File: src/rtl/poli_spi_cmd_bridge_pkg.sv
// Shared POLI types: register-select map, SPI bridge FSM states and command framing constants.
package POLI_types_pkg;

  // Control register file map; register_select carries one of these codes.
  typedef enum logic [3:0] {
    REG_CTRL   = 4'h0,
    REG_STATUS = 4'h1,
    REG_CFG0   = 4'h2,
    REG_CFG1   = 4'h3,
    REG_IRQ_EN = 4'h4,
    REG_IRQ_ST = 4'h5,
    REG_TEST   = 4'hF
  } reg_sel_t;

  localparam int REG_SEL_W = $bits(reg_sel_t);

  // SPI command bridge FSM states.
  typedef enum logic [2:0] {
    SPI_IDLE  = 3'd0,
    SPI_CMD   = 3'd1,
    SPI_WDATA = 3'd2,
    SPI_RLOAD = 3'd3,
    SPI_RDATA = 3'd4,
    SPI_DONE  = 3'd5
  } spi_state_t;

  localparam int SPI_CMD_WRITE_BIT = 7;
  localparam int SPI_CMD_BITS      = 8;

endpackage

File: src/rtl/poli_spi_cmd_bridge_if.sv
// Pad-side SPI pins plus the register-bus initiator signals of the command bridge.
interface poli_spi_cmd_bridge_if #(
  parameter int ADDR_W = 4,
  parameter int DATA_W = 32
);
  logic              spi_sck;
  logic              spi_cs_n;
  logic              spi_mosi;
  logic              spi_miso;
  logic [ADDR_W-1:0] register_select;
  logic              write_enable;
  logic [DATA_W-1:0] write_data;
  logic [DATA_W-1:0] read_data;
  logic              busy;
  logic              frame_error;

  // Bridge side: SPI slave, register-bus initiator.
  modport slave (
    input  spi_sck, spi_cs_n, spi_mosi, read_data,
    output spi_miso, register_select, write_enable, write_data, busy, frame_error
  );

  // Tester / register-file side.
  modport master (
    output spi_sck, spi_cs_n, spi_mosi, read_data,
    input  spi_miso, register_select, write_enable, write_data, busy, frame_error
  );
endinterface

File: src/rtl/poli_spi_cmd_bridge_sync_edge.sv
// poli_sync_edge: N-flop synchronizer with a 1-flop history giving rise/fall pulses.
// Pulses are valid STAGES CLKs after the pin moves and get acted on one CLK later.
module poli_sync_edge #(
  parameter int STAGES = 2
) (
  input  logic CLK,
  input  logic nRST,
  input  logic d,
  output logic rise,
  output logic fall
);
  logic [STAGES-1:0] sync;
  logic              hist;

  // Shift the pin through the synchronizer and keep one sample of history.
  always_ff @(posedge CLK or negedge nRST) begin
    if (!nRST) begin
      sync <= '0;
      hist <= 1'b0;
    end else begin
      sync <= {sync[STAGES-2:0], d};
      hist <= sync[STAGES-1];
    end
  end

  assign rise =  sync[STAGES-1] & ~hist;
  assign fall = ~sync[STAGES-1] &  hist;
endmodule

File: src/rtl/poli_spi_cmd_bridge.sv
// SPI-slave command bridge: decodes framed SPI commands into register-bus
// writes and shifts register reads back out on MISO. SPI pins are oversampled on CLK.
module poli_spi_cmd_bridge
  import POLI_types_pkg::*;
#(
  parameter int SYNC_STAGES = 2,
  parameter int ADDR_W      = REG_SEL_W,
  parameter int DATA_W      = 32
) (
  input  logic                  CLK,
  input  logic                  nRST,
  poli_spi_cmd_bridge_if.slave  bus
);
  localparam logic [2:0] S_IDLE  = SPI_IDLE;
  localparam logic [2:0] S_CMD   = SPI_CMD;
  localparam logic [2:0] S_WDATA = SPI_WDATA;
  localparam logic [2:0] S_RLOAD = SPI_RLOAD;
  localparam logic [2:0] S_RDATA = SPI_RDATA;
  localparam logic [2:0] S_DONE  = SPI_DONE;

  localparam int CW = $clog2(DATA_W + 1);
  localparam logic [CW-1:0] CMD_LAST  = CW'(SPI_CMD_BITS - 1);
  localparam logic [CW-1:0] DATA_LAST = CW'(DATA_W - 1);

  logic [2:0]             state;
  logic [CW-1:0]          bitcnt;
  logic [DATA_W-1:0]      rx_shift, rx_next, tx_shift;
  logic                   skip_fall;
  logic [SYNC_STAGES-1:0] mosi_sync;
  logic                   mosi_s;
  logic                   sck_rise, sck_fall, cs_rise, cs_fall;

  poli_sync_edge #(.STAGES(SYNC_STAGES)) u_sck (
    .CLK(CLK), .nRST(nRST), .d(bus.spi_sck), .rise(sck_rise), .fall(sck_fall)
  );

  poli_sync_edge #(.STAGES(SYNC_STAGES)) u_cs (
    .CLK(CLK), .nRST(nRST), .d(bus.spi_cs_n), .rise(cs_rise), .fall(cs_fall)
  );

  // MOSI uses the same depth as SCK so a detected rise lines up with its data bit.
  always_ff @(posedge CLK or negedge nRST) begin
    if (!nRST) mosi_sync <= '0;
    else       mosi_sync <= {mosi_sync[SYNC_STAGES-2:0], bus.spi_mosi};
  end

  assign mosi_s  = mosi_sync[SYNC_STAGES-1];
  assign rx_next = {rx_shift[DATA_W-2:0], mosi_s};

  // Frame FSM: command byte, then write data in or read data out; cs_n rise always wins.
  always_ff @(posedge CLK or negedge nRST) begin
    if (!nRST) begin
      state               <= S_IDLE;
      bitcnt              <= '0;
      rx_shift            <= '0;
      tx_shift            <= '0;
      skip_fall           <= 1'b0;
      bus.register_select <= '0;
      bus.write_data      <= '0;
      bus.write_enable    <= 1'b0;
      bus.frame_error     <= 1'b0;
    end else begin
      bus.write_enable <= 1'b0;
      bus.frame_error  <= 1'b0;
      if (state != S_IDLE && cs_rise) begin
        state           <= S_IDLE;
        bus.frame_error <= (state inside {S_CMD, S_WDATA, S_RLOAD, S_RDATA});
      end else begin
        case (state)
          S_IDLE: begin
            if (cs_fall) begin
              state  <= S_CMD;
              bitcnt <= '0;
            end
          end
          S_CMD: begin
            if (sck_rise) begin
              rx_shift <= rx_next;
              bitcnt   <= bitcnt + 1'b1;
              if (bitcnt == CMD_LAST) begin
                bus.register_select <= rx_next[ADDR_W-1:0];
                bitcnt              <= '0;
                state               <= rx_next[SPI_CMD_WRITE_BIT] ? S_WDATA : S_RLOAD;
              end
            end
          end
          S_WDATA: begin
            if (sck_rise) begin
              rx_shift <= rx_next;
              bitcnt   <= bitcnt + 1'b1;
              if (bitcnt == DATA_LAST) begin
                bus.write_data   <= rx_next;
                bus.write_enable <= 1'b1;
                state            <= S_DONE;
              end
            end
          end
          S_RLOAD: begin
            tx_shift  <= bus.read_data;
            skip_fall <= 1'b1;
            bitcnt    <= '0;
            state     <= S_RDATA;
          end
          S_RDATA: begin
            // The fall closing the command byte must leave the MSB on the pin.
            if (sck_fall) begin
              if (skip_fall) skip_fall <= 1'b0;
              else           tx_shift  <= {tx_shift[DATA_W-2:0], 1'b0};
            end
            if (sck_rise) begin
              bitcnt <= bitcnt + 1'b1;
              if (bitcnt == DATA_LAST) state <= S_DONE;
            end
          end
          S_DONE: ;
          default: state <= S_IDLE;
        endcase
      end
    end
  end

  assign bus.busy     = (state != S_IDLE);
  assign bus.spi_miso = (state == S_RDATA) & ~bus.spi_cs_n & tx_shift[DATA_W-1];
endmodule

File: src/flat_wrapper.sv
// flat-port wrapper written by rule: the top's interface ports become plain ports
module poli_spi_cmd_bridge_flat import POLI_types_pkg::*;
#(
  parameter int SYNC_STAGES = 2,
  parameter int ADDR_W      = REG_SEL_W,
  parameter int DATA_W      = 32
)
  (CLK, nRST, bus_spi_sck, bus_spi_cs_n, bus_spi_mosi, bus_read_data, bus_spi_miso, bus_register_select, bus_write_enable, bus_write_data, bus_busy, bus_frame_error);
  poli_spi_cmd_bridge_if #(.ADDR_W(ADDR_W), .DATA_W(DATA_W)) bus_i ();
  input  logic CLK;
  input  logic nRST;
  input wire logic [$bits(bus_i.spi_sck)-1:0] bus_spi_sck;
  input wire logic [$bits(bus_i.spi_cs_n)-1:0] bus_spi_cs_n;
  input wire logic [$bits(bus_i.spi_mosi)-1:0] bus_spi_mosi;
  input wire logic [$bits(bus_i.read_data)-1:0] bus_read_data;
  output wire logic [$bits(bus_i.spi_miso)-1:0] bus_spi_miso;
  output wire logic [$bits(bus_i.register_select)-1:0] bus_register_select;
  output wire logic [$bits(bus_i.write_enable)-1:0] bus_write_enable;
  output wire logic [$bits(bus_i.write_data)-1:0] bus_write_data;
  output wire logic [$bits(bus_i.busy)-1:0] bus_busy;
  output wire logic [$bits(bus_i.frame_error)-1:0] bus_frame_error;
  assign bus_i.spi_sck = bus_spi_sck;
  assign bus_i.spi_cs_n = bus_spi_cs_n;
  assign bus_i.spi_mosi = bus_spi_mosi;
  assign bus_i.read_data = bus_read_data;
  assign bus_spi_miso = bus_i.spi_miso;
  assign bus_register_select = bus_i.register_select;
  assign bus_write_enable = bus_i.write_enable;
  assign bus_write_data = bus_i.write_data;
  assign bus_busy = bus_i.busy;
  assign bus_frame_error = bus_i.frame_error;
  poli_spi_cmd_bridge #(.SYNC_STAGES(SYNC_STAGES), .ADDR_W(ADDR_W), .DATA_W(DATA_W)) u_core (.CLK(CLK), .nRST(nRST), .bus(bus_i));
endmodule
File: config.mk
export PLATFORM = sky130hd
export DESIGN_NAME = poli_spi_cmd_bridge_flat
export DESIGN_NICKNAME = d
export VERILOG_FILES = /design/src/rtl/poli_spi_cmd_bridge_pkg.sv /design/src/rtl/poli_spi_cmd_bridge_if.sv /design/src/rtl/poli_spi_cmd_bridge_sync_edge.sv /design/src/rtl/poli_spi_cmd_bridge.sv /design/src/flat_wrapper.sv
export SDC_FILE = /design/constraint.sdc
export NUM_CORES = 1
export LEC_CHECK = 0
export CORE_MARGIN = 5
export CORE_UTILIZATION = 35
export CTS_BUF_LIST = sky130_fd_sc_hd__clkbuf_4
export CTS_CLUSTER_SIZE = 40
export DETAILED_ROUTE_END_ITERATION = 6
export MAX_ROUTING_LAYER = met4
export PLACE_DENSITY_LB_ADDON = 0.12
export RECOVER_POWER = 100
export SYNTH_ARGS = -nofsm -noshare
export SYNTH_HDL_FRONTEND = slang
export SYNTH_HIERARCHICAL = 1
export SYNTH_SLANG_ARGS = --single-unit
File: constraint.sdc
create_clock -name CLK -period 1.7 [get_ports CLK]
set_input_delay 0.34 -clock CLK [delete_from_list [all_inputs] [get_ports CLK]]
set_output_delay 0.34 -clock CLK [all_outputs]
set_load 0.01 [all_outputs]
==> results.toml <==
[global_routing]
met2_usage = 0.2360
busiest_layer = "met2"
gr-usage-met3 = 0.04298
grt_max_degree = 39
antenna_found_initial = 1
grt-ovfl-total = 0
grt_use_met1 = 0.2236
track_usage = 0.1640
grt_pass1_wl_um = 20300
grt_pass1_vias = 3831

[drt]
drt_drc_violations_left = 0
ant_nets = 0
drt_wl_total_um = 12790
via_per_inst = 4.886
vias = 3547
first_iter_violations = 151
dr.pass1.iters = 4
routedWlPerCell_um = 17.62

[timing]
maxSlewViolCount = 0
slew-limit-headroom = 0.5653
period_minus_slack_ps = 1944
skew_ps = 18.55
final.period_utilization = 1.143
rsz0062_at_grt = "true"
hold_violations = 0
max_freq_mhz = 514.5
worst_slew_pin_slew_ps = 652.1
setup_ws_ps = -243.8
finalSetupViolations = 106

[floorplan]
start_util = 0.3603
fp-row-count = 43
core_um2 = 13990
dieArea_um2 = 16900
die_y_um = 130
ioPinCount = 77
die_w_um = 130

[final_layout]
area_delta_synth_final_pct = 51.56
fin_nets = 572
layout_common_cells = "dfrtp_1, dlygate4sd2_1, buf_4"
drive_gt1_frac = 0.5119
layout_commonest_cell = "dfrtp_1"
stdcell_count = 726

[critical_path]
end_kind = "output pin"
r2r-end = "u_core/bitcnt[3]"
worst_ep_arrival_time_ps = 1600
worstPathRequired_ps = 1360
r2r_start = "u_core/state[1]"
ff2ff_setup_slack_ps = -240
rr_worst_depth = 8
path_class = "flop to output pin"
worstPathMaxFanout = 2
cp-start-kind = "flop"

[synth]
synthMuxAreaShare = 0.2135
syn_inst = 374
synth_fa_ha_area_frac = 0.004469
ys_warn_count = 6
synthArstFlopShare = 1.000
synth_compound_area_frac = 0.09111
synthXorXnorAreaFrac = 0
synth_edf_count = 0
synth-main-ff-cell = "dfrtp_1"
syn_area_um2 = 5040
synth.distinct_cells = 46
avgSynthCellArea_um2 = 13.48
ys_ff_latch = 119
synth_seq_area_share = 0.5909
synthesis.nets = 412
synthSimpleGateAreaFrac = 0.06951
synth_top_family_by_area = "multiplexers"

[placement]
finalWeightedCongestion = 0.7532
port_buffers = 76
dp.cells = 652
place.detailed.hpwl_um = 6933

[hold_path]
hold_class = "primary input to async pin"

[run]
cap_violations = 0

[clocking]
cts.sinks = 119
cts_tree = "built"
clkSlewWorstSetupHoldPaths_ps = 110
numCtsBuffers = 17
cts_buffer_depth = 2
htreeDepth = 4
clock_latency_ps = 530
root_buffer = "clkbuf_4"

[power]
finalPower_w = 0.006043
max-vdd-ir-drop_v = 0.0004364
p_leak_nw = 3.515
power_density_nw_per_um2 = 791.1

[run_status]
outcome = "finished with violations"
violations = "setup timing"
how the worst max path moves through the flow:
stage / depth (start not counted) / start / endpoint
detailed placement: 3 / bus_spi_cs_n / bus_spi_miso
finish: 3 / u_core/state[1] / bus_busy
global route: 3 / u_core/state[2] / bus_spi_miso
CTS: 4 / u_core/state[1] / bus_spi_miso
global placement: 3 / bus_spi_cs_n / bus_spi_miso
floorplan: 6 / u_core/bitcnt[0] / u_core/bitcnt[5]
cell usage after synthesis, types with 2 or more instances:
master,n,area (um2)
nor2_1,36,135.1
buf_6,5,56.30
o31ai_1,3,22.52
mux2_1,2,22.52
a21oi_1,13,65.06
inv_1,4,15.01
buf_4,5,37.54
and2b_1,2,15.01
nand3_1,7,35.03
nor2b_1,3,18.77
and3_1,2,12.51
dfrtp_1,119,2978
o21ai_0,5,25.02
or2_1,2,12.51
a2bb2oi_1,3,26.28
and2b_2,2,17.52
a21oi_2,20,175.2
nand2_1,9,33.78
o211ai_1,2,15.01
mux2i_1,31,310.3
mux2_2,66,743.2
buf_2,9,45.04
worst max-delay path, cell delays in order (launching register included):
cell and delay (ps):
dfrtp_2 430, buf_6 120, or3_4 380, buf_6 130
logic make-up after synthesis:
| group | Yosys count |
|---|---|
| AO/OA/AOI/OAI | 59 |
| adder cells (fa/ha/maj) | 2 |
| buffers and inverters | 23 |
| AND/OR/NAND/NOR | 72 |
| flip-flops | 119 |
| multiplexers | 99 |
flip-flops by register name (all words and copies together) (netlist names):
signal                      cells
u_core/state                    3
u_core/mosi_sync                2
u_core/bus.write_data          32
u_core/bus.frame_error          1
u_core/u_cs/hist                1
u_core/bus.write_enable         1
u_core/u_cs/sync                2
u_core/u_sck/hist               1
u_core/rx_shift                31
u_core/bus.register_select      4
u_core/u_sck/sync               2
u_core/bitcnt                   6
u_core/skip_fall                1
u_core/tx_shift                32
through the flow:
step                hold WS [ps]    util  TNS [ps]  instance area, um2  worst slack (ps)
CTS                        180.1  0.5377    -14850                7522            -294.7
global placement           284.5  0.4500     -5824                6295            -188.2
floorplan                  44.41       -         0                5040             45.95
global route               292.8  0.5461    -19360                7639            -344.6
finish                     356.6  0.5461    -13710                7639            -243.8
detailed placement         285.5  0.4500     -6781                6295            -195.9
layer usage:
layer	part of all wire	vias to the layer above	wire length (um)
met3	0.039	20	496
met4	0.018	0	236
li1	-	1660	-
met1	0.48	1800	6105
met5	0	-	0
met2	0.47	67	5951
timing repair:
item                                    CTS  global route
cloned                                   14             1
endpoints found under the setup margin  138           108
pin swaps                                13            19
resized for setup                       161            62
setup buffers                            26            13
hold buffers                              1             0
hold endpoints to repair                 20             0
power by group:
part	switching (W)	internal, W	leakage (nW)
clock	0.00103	0.000823	0.141
combinational	0.000410	0.000595	1.92
sequential	0.000176	0.00301	1.46
cell type report:
cell class              instances  area [um2]
fillers                      1228        6350
diodes                          1       2.502
inverters                       4       15.01
clock inverters                13       115.1
flip-flops and latches        119        2979
repair buffers                160        1738
well taps                     180       225.2
clock buffers                  17       127.6
multi-input cells             232        2436
No activity file was read; power rests on OpenSTA's default activity.
